File: src/rtl/branch_ctrl.sv
// -----------------------------------------------------------------------------
// branch_ctrl
// Resolves one RV32I conditional branch at a time around a shared, external
// comparator. A request is captured in IDLE, evaluated in EVAL (one cycle),
// and on a mispredict the controller issues a one-cycle PC redirect followed
// by FLUSH_CYCLES cycles of pipeline flush. Saturating taken/mispredict
// counters are kept for performance monitoring.
//
// Ports:
//   clk, rst            clock; synchronous active-high reset
//   br_valid_i/ready_o  request handshake
//   br_funct3_i         branch condition
//   br_pc_i, br_imm_i   branch PC and sign-extended B-type immediate
//   br_pred_taken_i     front-end static prediction
//   rs1_data_i/rs2_data_i  operands
//   cmp_rs1_o/cmp_rs2_o/cmp_unsign_o  operands and mode to the comparator
//   cmp_less_i/cmp_equal_i            comparator results (combinational)
//   redirect_valid_o/redirect_pc_o    one-cycle redirect strobe and target
//   flush_o             kill younger instructions
//   illegal_o           one-cycle strobe on unsupported funct3
//   taken_cnt_o/mispred_cnt_o         saturating performance counters
// -----------------------------------------------------------------------------
module branch_ctrl #(
   parameter int FLUSH_CYCLES = 2,
   parameter int CNT_W        = 16
) (
   input  logic             clk,
   input  logic             rst,
   input  logic             br_valid_i,
   output logic             br_ready_o,
   input  logic [2:0]       br_funct3_i,
   input  logic [31:0]      br_pc_i,
   input  logic [31:0]      br_imm_i,
   input  logic             br_pred_taken_i,
   input  logic [31:0]      rs1_data_i,
   input  logic [31:0]      rs2_data_i,
   output logic [31:0]      cmp_rs1_o,
   output logic [31:0]      cmp_rs2_o,
   output logic             cmp_unsign_o,
   input  logic             cmp_less_i,
   input  logic             cmp_equal_i,
   output logic             redirect_valid_o,
   output logic [31:0]      redirect_pc_o,
   output logic             flush_o,
   output logic             illegal_o,
   output logic [CNT_W-1:0] taken_cnt_o,
   output logic [CNT_W-1:0] mispred_cnt_o
);

   // A zero-length flush still needs a legal (1-bit) counter vector.
   localparam int FC_W = (FLUSH_CYCLES > 0) ? $clog2(FLUSH_CYCLES + 1) : 1;
   localparam logic [FC_W-1:0] FC_LOAD = FC_W'(FLUSH_CYCLES);
   localparam logic [FC_W-1:0] FC_ONE  = FC_W'(1);

   typedef enum logic [1:0] {
      S_IDLE  = 2'd0,
      S_EVAL  = 2'd1,
      S_FLUSH = 2'd2
   } state_t;

   state_t            r_state;
   state_t            w_state_nxt;

   logic [2:0]        r_funct3;
   logic [31:0]       r_pc;
   logic [31:0]       r_imm;
   logic              r_pred;
   logic [31:0]       r_rs1;
   logic [31:0]       r_rs2;
   logic [31:0]       r_redir_pc;
   logic [CNT_W-1:0]  r_taken_cnt;
   logic [CNT_W-1:0]  r_mispred_cnt;
   logic [FC_W-1:0]   r_flush_cnt;

   logic              w_accept;
   logic              w_eval;
   logic              w_illegal;
   logic              w_taken;
   logic              w_mispred;
   logic [31:0]       w_target;

   // funct3 010/011 are not conditional branches in RV32I.
   function automatic logic f_is_illegal(input logic [2:0] funct3);
      return (funct3[2:1] == 2'b01);
   endfunction

   // Map comparator results onto the branch condition.
   function automatic logic f_decode_taken(input logic [2:0] funct3,
                                           input logic       less,
                                           input logic       equal);
      logic taken;
      case (funct3)
         3'b000:  taken = equal;
         3'b001:  taken = ~equal;
         3'b100:  taken = less;
         3'b110:  taken = less;
         3'b101:  taken = ~less;
         3'b111:  taken = ~less;
         default: taken = 1'b0;
      endcase
      return taken;
   endfunction

   // Increment that sticks at all-ones instead of wrapping.
   function automatic logic [CNT_W-1:0] f_sat_inc(input logic [CNT_W-1:0] v);
      return (&v) ? v : (v + {{(CNT_W-1){1'b0}}, 1'b1});
   endfunction

   // Next-state and EVAL-cycle outcome decode.
   always_comb begin
      w_state_nxt = r_state;
      w_illegal   = 1'b0;
      w_taken     = 1'b0;
      w_mispred   = 1'b0;
      w_target    = r_pc + 32'd4;
      case (r_state)
         S_IDLE: begin
            if (w_accept) begin
               w_state_nxt = S_EVAL;
            end else begin
               w_state_nxt = S_IDLE;
            end
         end
         S_EVAL: begin
            w_illegal = f_is_illegal(r_funct3);
            // Illegal encodings resolve as not-taken and correctly predicted.
            w_taken   = ~w_illegal & f_decode_taken(r_funct3, cmp_less_i, cmp_equal_i);
            w_mispred = ~w_illegal & (w_taken ^ r_pred);
            if (w_taken) begin
               w_target = r_pc + r_imm;
            end else begin
               w_target = r_pc + 32'd4;
            end
            if (w_mispred && (FLUSH_CYCLES > 0)) begin
               w_state_nxt = S_FLUSH;
            end else begin
               w_state_nxt = S_IDLE;
            end
         end
         S_FLUSH: begin
            if (r_flush_cnt <= FC_ONE) begin
               w_state_nxt = S_IDLE;
            end else begin
               w_state_nxt = S_FLUSH;
            end
         end
         default: begin
            w_state_nxt = S_IDLE;
         end
      endcase
   end

   // Handshake and strobes; reset suppresses them so a pending redirect is dropped.
   assign br_ready_o       = (r_state == S_IDLE) & ~rst;
   assign w_accept         = br_valid_i & br_ready_o;
   assign w_eval           = (r_state == S_EVAL) & ~rst;
   assign redirect_valid_o = w_eval & w_mispred;
   assign illegal_o        = w_eval & w_illegal;
   assign redirect_pc_o    = redirect_valid_o ? w_target : r_redir_pc;
   assign flush_o          = (r_state == S_FLUSH);
   assign cmp_rs1_o        = r_rs1;
   assign cmp_rs2_o        = r_rs2;
   assign cmp_unsign_o     = r_funct3[1];
   assign taken_cnt_o      = r_taken_cnt;
   assign mispred_cnt_o    = r_mispred_cnt;

   // State register.
   always_ff @(posedge clk) begin
      if (rst) begin
         r_state <= S_IDLE;
      end else begin
         r_state <= w_state_nxt;
      end
   end

   // Request capture; these registers alone feed the comparator.
   always_ff @(posedge clk) begin
      if (rst) begin
         r_funct3 <= 3'd0;
         r_pc     <= 32'd0;
         r_imm    <= 32'd0;
         r_pred   <= 1'b0;
         r_rs1    <= 32'd0;
         r_rs2    <= 32'd0;
      end else if (w_accept) begin
         r_funct3 <= br_funct3_i;
         r_pc     <= br_pc_i;
         r_imm    <= br_imm_i;
         r_pred   <= br_pred_taken_i;
         r_rs1    <= rs1_data_i;
         r_rs2    <= rs2_data_i;
      end
   end

   // Remember the last redirect target so redirect_pc_o holds between strobes.
   always_ff @(posedge clk) begin
      if (rst) begin
         r_redir_pc <= 32'd0;
      end else if (redirect_valid_o) begin
         r_redir_pc <= w_target;
      end
   end

   // Flush length down-counter, loaded as EVAL hands over to FLUSH.
   always_ff @(posedge clk) begin
      if (rst) begin
         r_flush_cnt <= '0;
      end else if (w_eval && w_mispred) begin
         r_flush_cnt <= FC_LOAD;
      end else if ((r_state == S_FLUSH) && (r_flush_cnt != '0)) begin
         r_flush_cnt <= r_flush_cnt - FC_ONE;
      end
   end

   // Saturating performance counters, updated only on the EVAL cycle.
   always_ff @(posedge clk) begin
      if (rst) begin
         r_taken_cnt   <= '0;
         r_mispred_cnt <= '0;
      end else if (w_eval) begin
         if (w_taken) begin
            r_taken_cnt <= f_sat_inc(r_taken_cnt);
         end
         if (w_mispred) begin
            r_mispred_cnt <= f_sat_inc(r_mispred_cnt);
         end
      end
   end

endmodule

File: config.mk
export PLATFORM = sky130hd
export DESIGN_NAME = branch_ctrl
export DESIGN_NICKNAME = d
export VERILOG_FILES = /design/src/rtl/branch_ctrl.sv
export SDC_FILE = /design/constraint.sdc
export NUM_CORES = 1
export LEC_CHECK = 0
export CORE_ASPECT_RATIO = 1.4
export CORE_MARGIN = 3
export CORE_UTILIZATION = 49
export CTS_BUF_LIST = sky130_fd_sc_hd__clkbuf_8
export DETAILED_ROUTE_END_ITERATION = 16
export PLACE_DENSITY = 0.9
export SLEW_MARGIN = 0
export SYNTH_ARGS = -nofsm -noshare
export SYNTH_HDL_FRONTEND = slang
export SYNTH_SLANG_ARGS = --single-unit
File: constraint.sdc
create_clock -name clk -period 3.1 [get_ports clk]
set_clock_uncertainty 0.05 [all_clocks]
set_input_delay 0.465 -clock clk [delete_from_list [all_inputs] [get_ports clk]]
set_output_delay 0.465 -clock clk [all_outputs]
set_load 0.005 [all_outputs]
# --- After elaboration in Yosys (flattened, before gate mapping) ---
# Cells that the tools add are included.
# Widths: inputs -> output; s select.
totals:
  register_bits: 200
  out_inout_bits: 133
classes:
  addsub: 5
  bitwise: 14
  n_reduce_logical: 13
  n_lt_le_gt_ge: 1
  n_eq_ne: 8
  n_mux: 14
op_table:
  columns: ["cell", "count"]
  rows:
  - ["$mux 32", 3]
  - ["$add 16x1->16 const B", 2]
  - ["$add 32x3->32 const B", 1]
  - ["$add 32x32->32", 1]
  - ["$reduce_and 16->1", 2]
  - ["$eq 3x3->1 const B", 4]
  - ["$mux 2", 4]
  - ["$and 1x1->1", 7]
  - ["$not 1->1", 6]
  - ["$pmux 2 s3", 1]
  - ["$reduce_and 3->1", 2]
  - ["$reduce_or 2->1", 3]
  - ["$mux 1", 5]
  - ["$eq 2x1->1 const B", 2]
  - ["$pmux 1 s4", 1]
  - ["$reduce_bool 2->1", 2]
  - ["$eq 3x1->1 const B", 1]
  - ["$logic_not 3->1", 1]
  - ["$eq 2x2->1 const B", 1]
  - ["$le 2x1->1 const B", 1]
  - ["$logic_and 1x1->1", 2]
  - ["$logic_not 2->1", 1]
  - ["$sub 2x1->2 const B", 1]
  - ["$xor 1x1->1", 1]

# --- Longest topological paths before layout ---
# Gate-level depths: netlist of the first run.
depth:
  word_depth: 10
  depth_mapped: 13

# --- Least setup slack after synthesis of the first run ---
# Ideal clock, no wire load.
synth_timing:
  path_kind: "register to output"
  from: "register r_pc[0]"
  to: "output port redirect_pc_o[20]"
  n_path_buf: 0
  path_stages_with_launch: 10
  slack_ns: 0.197
  arrival_time_ns: 2.388
  required_time_ns: 2.585
  path_cell_list: "dfxtp_1 ha_1 fa_1 a21o_1 a311oi_1 o21ai_1 a31oi_1 o31ai_1 xnor2_1 a221oi_2"
synth_via:
  elab_chain_cells: 4
  word_cells_on_any_way: 5
  classes_between: "add/sub (2); mux (3)"
synth_lines:
  columns: ["item", "line", "text"]
  rows:
  - ["from (decl)", "65", "logic [31:0] r_pc;"]
  - ["from (signal assigned)", "187", "r_pc <= br_pc_i;"]
  - ["$add 32x3->32 or $add 32x32->32 (tied branches)", "115, 132, 130", null]
  - ["$mux 32", "129", "if (w_taken) begin"]
  - ["$mux 32 *", "116", "case (r_state)"]
  - ["$mux 32 *", null, null]
  - ["to (decl)", "43", "output logic [31:0] redirect_pc_o,"]
# Every way passes the cells marked *; elsewhere a longest branch is shown, timed or not.

# --- Final worst setup path of the first run ---
layout_timing:
  from: "register r_imm[7]"
  to: "output port redirect_pc_o[23]"
layout_via:
  elab_chain_cells: 4
layout_lines:
  columns: ["item", "line", "text"]
  rows:
  - ["from (decl)", "66", "logic [31:0] r_imm;"]
  - ["from (signal assigned)", "188", "r_imm <= br_imm_i;"]
  - ["$add 32x32->32", "130", "w_target = r_pc + r_imm;"]
  - ["$mux 32", "129", null]
  - ["$mux 32", "116", null]
  - ["$mux 32", null, null]
# Every way passes these cells.

==> results.cfg, run 1 <==
[timing]
finalHoldViolations = 0
slew_violations = 0
rsz0062_at_grt = true
finalWorstSetupSlack_ns = -0.8220
worst_pin_slew_ns = 1.202
worst_hold_slack_ns = 0.4082
max_freq_ghz = 0.2550
period_share_pct = 126.5
slew_headroom_pct = 19.87
fin_crit_ns = 3.922
setup_violations = 34

[worst_setup_path]
crit_path_start = r_imm[7]$_SDFFE_PP0P_
cp_max_fo = 3
reg2reg_from = r_imm[7]$_SDFFE_PP0P_
r2r_slack_ns = -0.14
r2r_cells = 13
startpoint_type = register
cp.arrival_ns = 3.41
crit_type = reg2out
worstSetupEndpoint = redirect_pc_o[23]
required_ns = 2.58
r2r-end = r_redir_pc[23]$_SDFF_PP0_
endpoint_kind = output port

[logic_synthesis]
syn_area_per_cell_um2 = 7.727
synth_top_area_share_pct = 39.83
synth_most_common_cell = nand2_1
yosys-top-cells-area = dfxtp_1, nand2_1, a21oi_1, ha_1, xor2_1
synthCells = 1301
yosysUniqueCellTypes = 67
synth_seq_area_share_pct = 39.83
synth_nets = 1475
ys_ff_latch = 200
synth_ff_type = dfxtp_1
synthesis.area_um2 = 10050
ys_warn_count = 0
synth_edf_count = 0
ys_top_cells_by_count = nand2_1, dfxtp_1, a21oi_1
async_flop_share_pct = 0
yosysTopAreaCell = dfxtp_1

[layout]
final_nets = 1877
drive_gt1_share_pct = 21.45
syn2layout_area_growth_pct = 51.69
antennaDiodeCount = 0

[grt]
grt_overflow = 0
grt_util_all_layers_pct = 30.89
grt_pass1_wl_mm = 56.31
grt_pass1_vias = 11330
grt_max_degree = 113
antenna_found_initial = 2

[clock_tree]
clk_pin_slew_worst_paths_ns = 0.10
numCtsBuffers = 17
tritoncts = yes
cts_buffer_depth = 2
cts_sinks = 200
clkLatencyLatePin_ns = 0.50
htreeDepth = 4
cts.root.buffer_cell = clkbuf_8

[place]
io_buffers = 269
place_hpwl_mm = 22.91
place_ws_ns = -0.5223
gp_congestion = 0.9706

[floorplanning]
start_util_pct = 50.28
io_pins = 270
fp-row-count = 61
die_w_um = 127.1
core_um2 = 20000
fp.dieH_um = 175.5
dieArea_um2 = 22300

[drt]
first_pass_iters = 13
drtIter0Drc = 1769
ant_nets = 0
wl_per_cell_um = 21.97
routed_wl_mm = 43.24
viasPerCell = 6.265
vias = 12330
drc = 0

[run]
cap_violations = 0

[run_status]
violations = negative setup slack
status = finished with violations

[hold_path]
min_from = cmp_rs1_o[20]$_SDFFE_PP0P_
hold_class = reg2reg

[power]
pwr_density_cell_nw_per_um2 = 368.1
power.leakage_nw = 6.102
vdd_drop_max_mv = 0.2866
-- layer usage --
metal	vias up	GRT usage (%)	part of all wire, %
li1	5234	-	-
met1	5639	34.78	34
met2	1072	51.81	44
met3	382	7.819	12
met4	2	19.50	9.7
met5	-	0	0.028
-- sequential cells by signal (all words and copies together) (netlist names), 2 cells and up --
register and flops:
r_pc 32, cmp_rs2_o 32, mispred_cnt_o 16, cmp_rs1_o 32
r_imm 32, r_redir_pc 32, taken_cnt_o 16, r_flush_cnt 2
r_state 2, r_funct3 3
-- critical path: stages (launching register included) --
cell	delay [ns]
dfxtp_1	0.34
ha_1	0.32
nand4_1	0.16
a211o_1	0.34
a21o_1	0.19
a211oi_2	0.37
buf_4	0.19
nor2_2	0.04
o31ai_1	0.24
buf_4	0.21
mux2i_4	0.26
nand2_2	0.09
buf_6	0.15
-- kinds of logic (layout without fill, tap and decap cells) --
kind of cell | Yosys count | in the layout | share of synthesized area, %
buffers and inverters | 98 | 513 | 4.256
flip-flops | 200 | 200 | 39.83
adder cells (fa/ha/maj) | 37 | 37 | 4.680
AO/OA/AOI/OAI | 310 | 310 | 18.58
multiplexers | 7 | 7 | 0.7094
AND/OR/NAND/NOR | 569 | 569 | 24.98
XOR/XNOR | 80 | 80 | 6.969
-- cells in the final DEF (no fill, tap or decap), types with 8 or more instances in the layout --
| cell type | netlist | routed |
|---|---|---|
| o21ai_0 | 37 | 23 |
| a21oi_1 | 177 | 165 |
| nand3_1 | 29 | 27 |
| a21o_1 | 17 | 17 |
| nor2_1 | 80 | 72 |
| xor2_1 | 43 | 36 |
| clkdlybuf4s50_1 | 0 | 233 |
| and3_1 | 14 | 14 |
| dfxtp_2 | 0 | 11 |
| xnor2_1 | 37 | 34 |
| a21oi_2 | 2 | 12 |
| nor3_1 | 16 | 14 |
| clkbuf_8 | 0 | 19 |
| nand4_1 | 27 | 27 |
| o211ai_1 | 8 | 8 |
| and2_1 | 25 | 23 |
| buf_6 | 6 | 19 |
| buf_4 | 2 | 166 |
| o21ai_1 | 4 | 11 |
| dfxtp_1 | 200 | 187 |
| nor2_2 | 1 | 9 |
| nand2_1 | 338 | 332 |
| ha_1 | 36 | 29 |
| buf_2 | 6 | 25 |
| inv_1 | 20 | 20 |
-- power by group --
group	total, mW	internal (mW)	switching [mW]
sequential	2.74	2.67	0.0733
combinational	1.18	0.574	0.609
clock	1.69	0.639	1.05
-- per-stage QoR --
stage          cell area [um2]  utilization (%)  cells  TNS [ns]  total power [mW]
2_1_floorplan            10050                -   1301         0             3.205
3_3_place_gp             13860            69.29   1888    -8.839             3.725
3_5_place_dp             13860            69.29   1888    -10.65             3.758
4_1_cts                  14700            73.53   1945    -7.411             5.435
5_1_grt                  15250            76.26   1968    -14.90             5.747
6_report                 15250            76.26   1968    -13.01             5.613
-- cell type report --
class                   count  area, um2
fillers                  1225       4747
inverters                  22      90.09
well taps                 252      315.3
clock buffers              19      261.5
clock inverters            13      130.1
flip-flops and latches    200       4025
repair buffers            459       4139
multi-input cells        1003       6289
-- timing repair --
item | 4_1_cts | 5_1_grt
setup endpoints to repair | 33 | 32
hold buffers | 0 | 0
pin swaps | 58 | 43
buffers inserted | 27 | 24
gates resized for setup | 201 | 80
-- worst min-delay path by stage --
stage / endpoint / slack (ns) / depth (start not counted)
3_3_place_gp: cmp_rs2_o[4]$_SDFFE_PP0P_ / 0.39 / 2
5_1_grt: cmp_rs1_o[20]$_SDFFE_PP0P_ / 0.42 / 2
4_1_cts: cmp_rs1_o[29]$_SDFFE_PP0P_ / 0.41 / 2
2_1_floorplan: r_redir_pc[14]$_SDFF_PP0_ / 0.39 / 2
6_report: cmp_rs1_o[20]$_SDFFE_PP0P_ / 0.41 / 2
3_5_place_dp: cmp_rs2_o[17]$_SDFFE_PP0P_ / 0.40 / 2
No activity file was read; power rests on OpenSTA's default activity.
==> run 2, diff against run 1 <==
Settings changed: ABC_AREA set to 1, PLACE_DENSITY 0.9 to 0.88, SLEW_MARGIN 0 to 10.
==> results.cfg, run 2 <==
[run_status]
status = finished with violations
violations = negative setup slack

[logic_synthesis]
yosys-top-cells-area = dfxtp_1, nand2_1, a21oi_1, inv_1, nand3_1
ys_warn_count = 0
synthMuxAreaShare_pct = 0
synth_top_family_by_area = simple AND/OR/NAND/NOR gates
synth_edf_count = 0
synth_ff_type = dfxtp_1
synth_top_area_share_pct = 35.24
yosysUniqueCellTypes = 46
yosys.area_share.simple_pct = 33.35
ys_top_cells_by_count = nand2_1, a21oi_1, inv_1
synth_xor_area_share_pct = 2.456
synth_nets = 1941
ys_ff_latch = 200
synth_fa_ha_area_share_pct = 4.141
synth_compound_area_share_pct = 14.49
synthesis.area_um2 = 11360
synthCells = 1767
syn_area_per_cell_um2 = 6.429
synth_most_common_cell = nand2_1
yosysTopAreaCell = dfxtp_1
synth_seq_area_share_pct = 35.24
async_flop_share_pct = 0

[worst_setup_path]
cp_slowest_cell = fa_2
required_ns = 2.58
crit_chain = ha_4, fa_2, nand3_2, nand3_4, buf_6, nand3_4, nand3_4, buf_6, xor2_2, o211ai_1, nand2_1, clkbuf_2
r2r-end = r_redir_pc[6]$_SDFF_PP0_
endpoint_kind = output port
r2r_slack_ns = 0.65
worstSetupEndpoint = redirect_pc_o[12]
reg2reg_from = r_imm[0]$_SDFFE_PP0P_
startpoint_type = register
cpMostUsedCell = nand3_4
r2r_cells = 14
crit_type = reg2out
cp_max_fo = 4
cp.arrival_ns = 2.65
crit_path_max_incr_delay_ns = 0.40
crit_path_start = r_imm[0]$_SDFFE_PP0P_

[floorplanning]
start_util_pct = 50.07
dieArea_um2 = 25070
die_w_um = 134.7
core_um2 = 22690
io_pins = 270
fp-row-count = 65
fp.dieH_um = 186.2

[timing]
rsz0062_at_grt = true
finalWorstSetupSlack_ns = -0.06499
slew_headroom_pct = 44.96
setup_violations = 3
worst_pin_slew_ns = 0.8256
fin_tns_setup_ns = -0.1064
max_freq_ghz = 0.3160
period_share_pct = 102.1
slew_violations = 0
fin_crit_ns = 3.165
finalHoldViolations = 0

[place]
gp_congestion = 1.025
place_area_um2 = 15020
io_buffers = 269
place_hpwl_mm = 30.78
place_ws_ns = -0.2704

[drt]
vias = 13500
ant_nets = 0
wl_per_cell_um = 17.62
viasPerCell = 5.475
drtIter0Drc = 1112
routed_wl_mm = 43.44
first_pass_iters = 6
drc = 0

[clock_tree]
clkLatencyLatePin_ns = 0.49
hold_buffers = 0
cts.root.buffer_cell = clkbuf_8
tritoncts = yes
clk_pin_slew_worst_paths_ns = 0.10
cts_sinks = 200
numCtsBuffers = 17
cts_buffer_depth = 2
htreeDepth = 4

[power]
finalPower_mw = 5.697
power.leakage_nw = 7.196
pwr_density_cell_nw_per_um2 = 337.7
vdd_drop_max_mv = 0.3388

[grt]
antenna_found_initial = 1
grt_util_all_layers_pct = 31.55
grt_pass1_vias = 12740
grt_max_degree = 155
grt_pass1_wl_mm = 63.39
grt_overflow = 0

[layout]
syn2layout_area_growth_pct = 48.50
multiInputGateArea_um2 = 7269
final_common_cell = nand2_1
drive_gt1_share_pct = 22.69
regArea_um2 = 4080
final_core_util_pct = 74.35
final_nets = 2325
final_area_um2 = 16870
fill_cells = 1671
layout_common_cells = nand2_1, clkdlybuf4s50_1, inv_1, a21oi_1, dfxtp_1

[hold_path]
hold_class = in2reg

[run]
cap_violations = 0
run 2: cell count changes in the layout (fill, tap and decap cells not counted), sizes merged, moves of 16 or more:
cell   before  now
nand2     340  645
buf       217  168
and2       25    2
o21ai      41   57
xor2       43   25
nand3      29  103
inv        30  224
a21oi     179  224
nor3       17   36
xnor2      37    6
run 2: what timing repair did:
item	CTS	global route
setup endpoints to repair	33	30
gates resized for setup	199	182
buffers inserted	24	22
pin swaps	31	72
run 2: stage by stage:
step           hold WS [ns]  instances
2_1_floorplan        0.3982       1767
3_3_place_gp         0.4009       2387
3_5_place_dp         0.4067       2387
4_1_cts              0.1519       2443
5_1_grt              0.1622       2465
6_report             0.1758       2466
run 2: power breakdown:
part	total [mW]	internal, mW	switching [mW]	leakage [nW]
Sequential	2.78	2.68	0.101	1.65
Combinational	1.26	0.604	0.652	5.36
Clock	1.66	0.665	0.997	0.190
run 2: worst min-delay path by stage:
stage,startpoint,cells past startpoint,end,slack [ns]
detailed placement,cmp_rs1_o[9]$_SDFFE_PP0P_,2,cmp_rs1_o[9]$_SDFFE_PP0P_,0.41
floorplan,r_imm[27]$_SDFFE_PP0P_,2,r_imm[27]$_SDFFE_PP0P_,0.40
global placement,cmp_rs1_o[20]$_SDFFE_PP0P_,2,cmp_rs1_o[20]$_SDFFE_PP0P_,0.40
CTS,rst,2,r_imm[31]$_SDFFE_PP0P_,0.15
global route,rst,2,r_imm[31]$_SDFFE_PP0P_,0.16
finish,rst,2,r_imm[31]$_SDFFE_PP0P_,0.18
run 2: per-layer routing:
layer	wire, um	vias up	global-route usage (%)
li1	-	6383	-
met1	15270	6252	34.36
met5	13	-	0
met4	3335	2	19.27
met3	3189	208	6.324
met2	21640	656	56.32
run 2: cell families (layout without fill, tap and decap cells):
family,Yosys count,after routing
AND/OR/NAND/NOR,910,910
flip-flops,200,200
XOR/XNOR,31,31
adder cells (fa/ha/maj),37,37
AO/OA/AOI/OAI,304,304
other,0,1
buffers and inverters,285,682
run 2: layout make-up:
class | count | area share [%]
antenna | 1 | 0.01483
clock buffer | 18 | 1.468
clock inverter | 14 | 0.7416
inverter | 220 | 4.932
multi-input combinational | 1282 | 43.09
sequential | 200 | 24.18
tap | 301 | 2.232
timing repair buffer | 430 | 23.34
run 2: worst max-delay path, delay by kind of cell (launching register included):
kind            cells  cell delay [ns]
simple gates        5             0.46
compound gates      1             0.23
flops               1             0.35
buf+inv             3             0.41
xor+xnor            1             0.13
fa+ha+maj           2             0.56
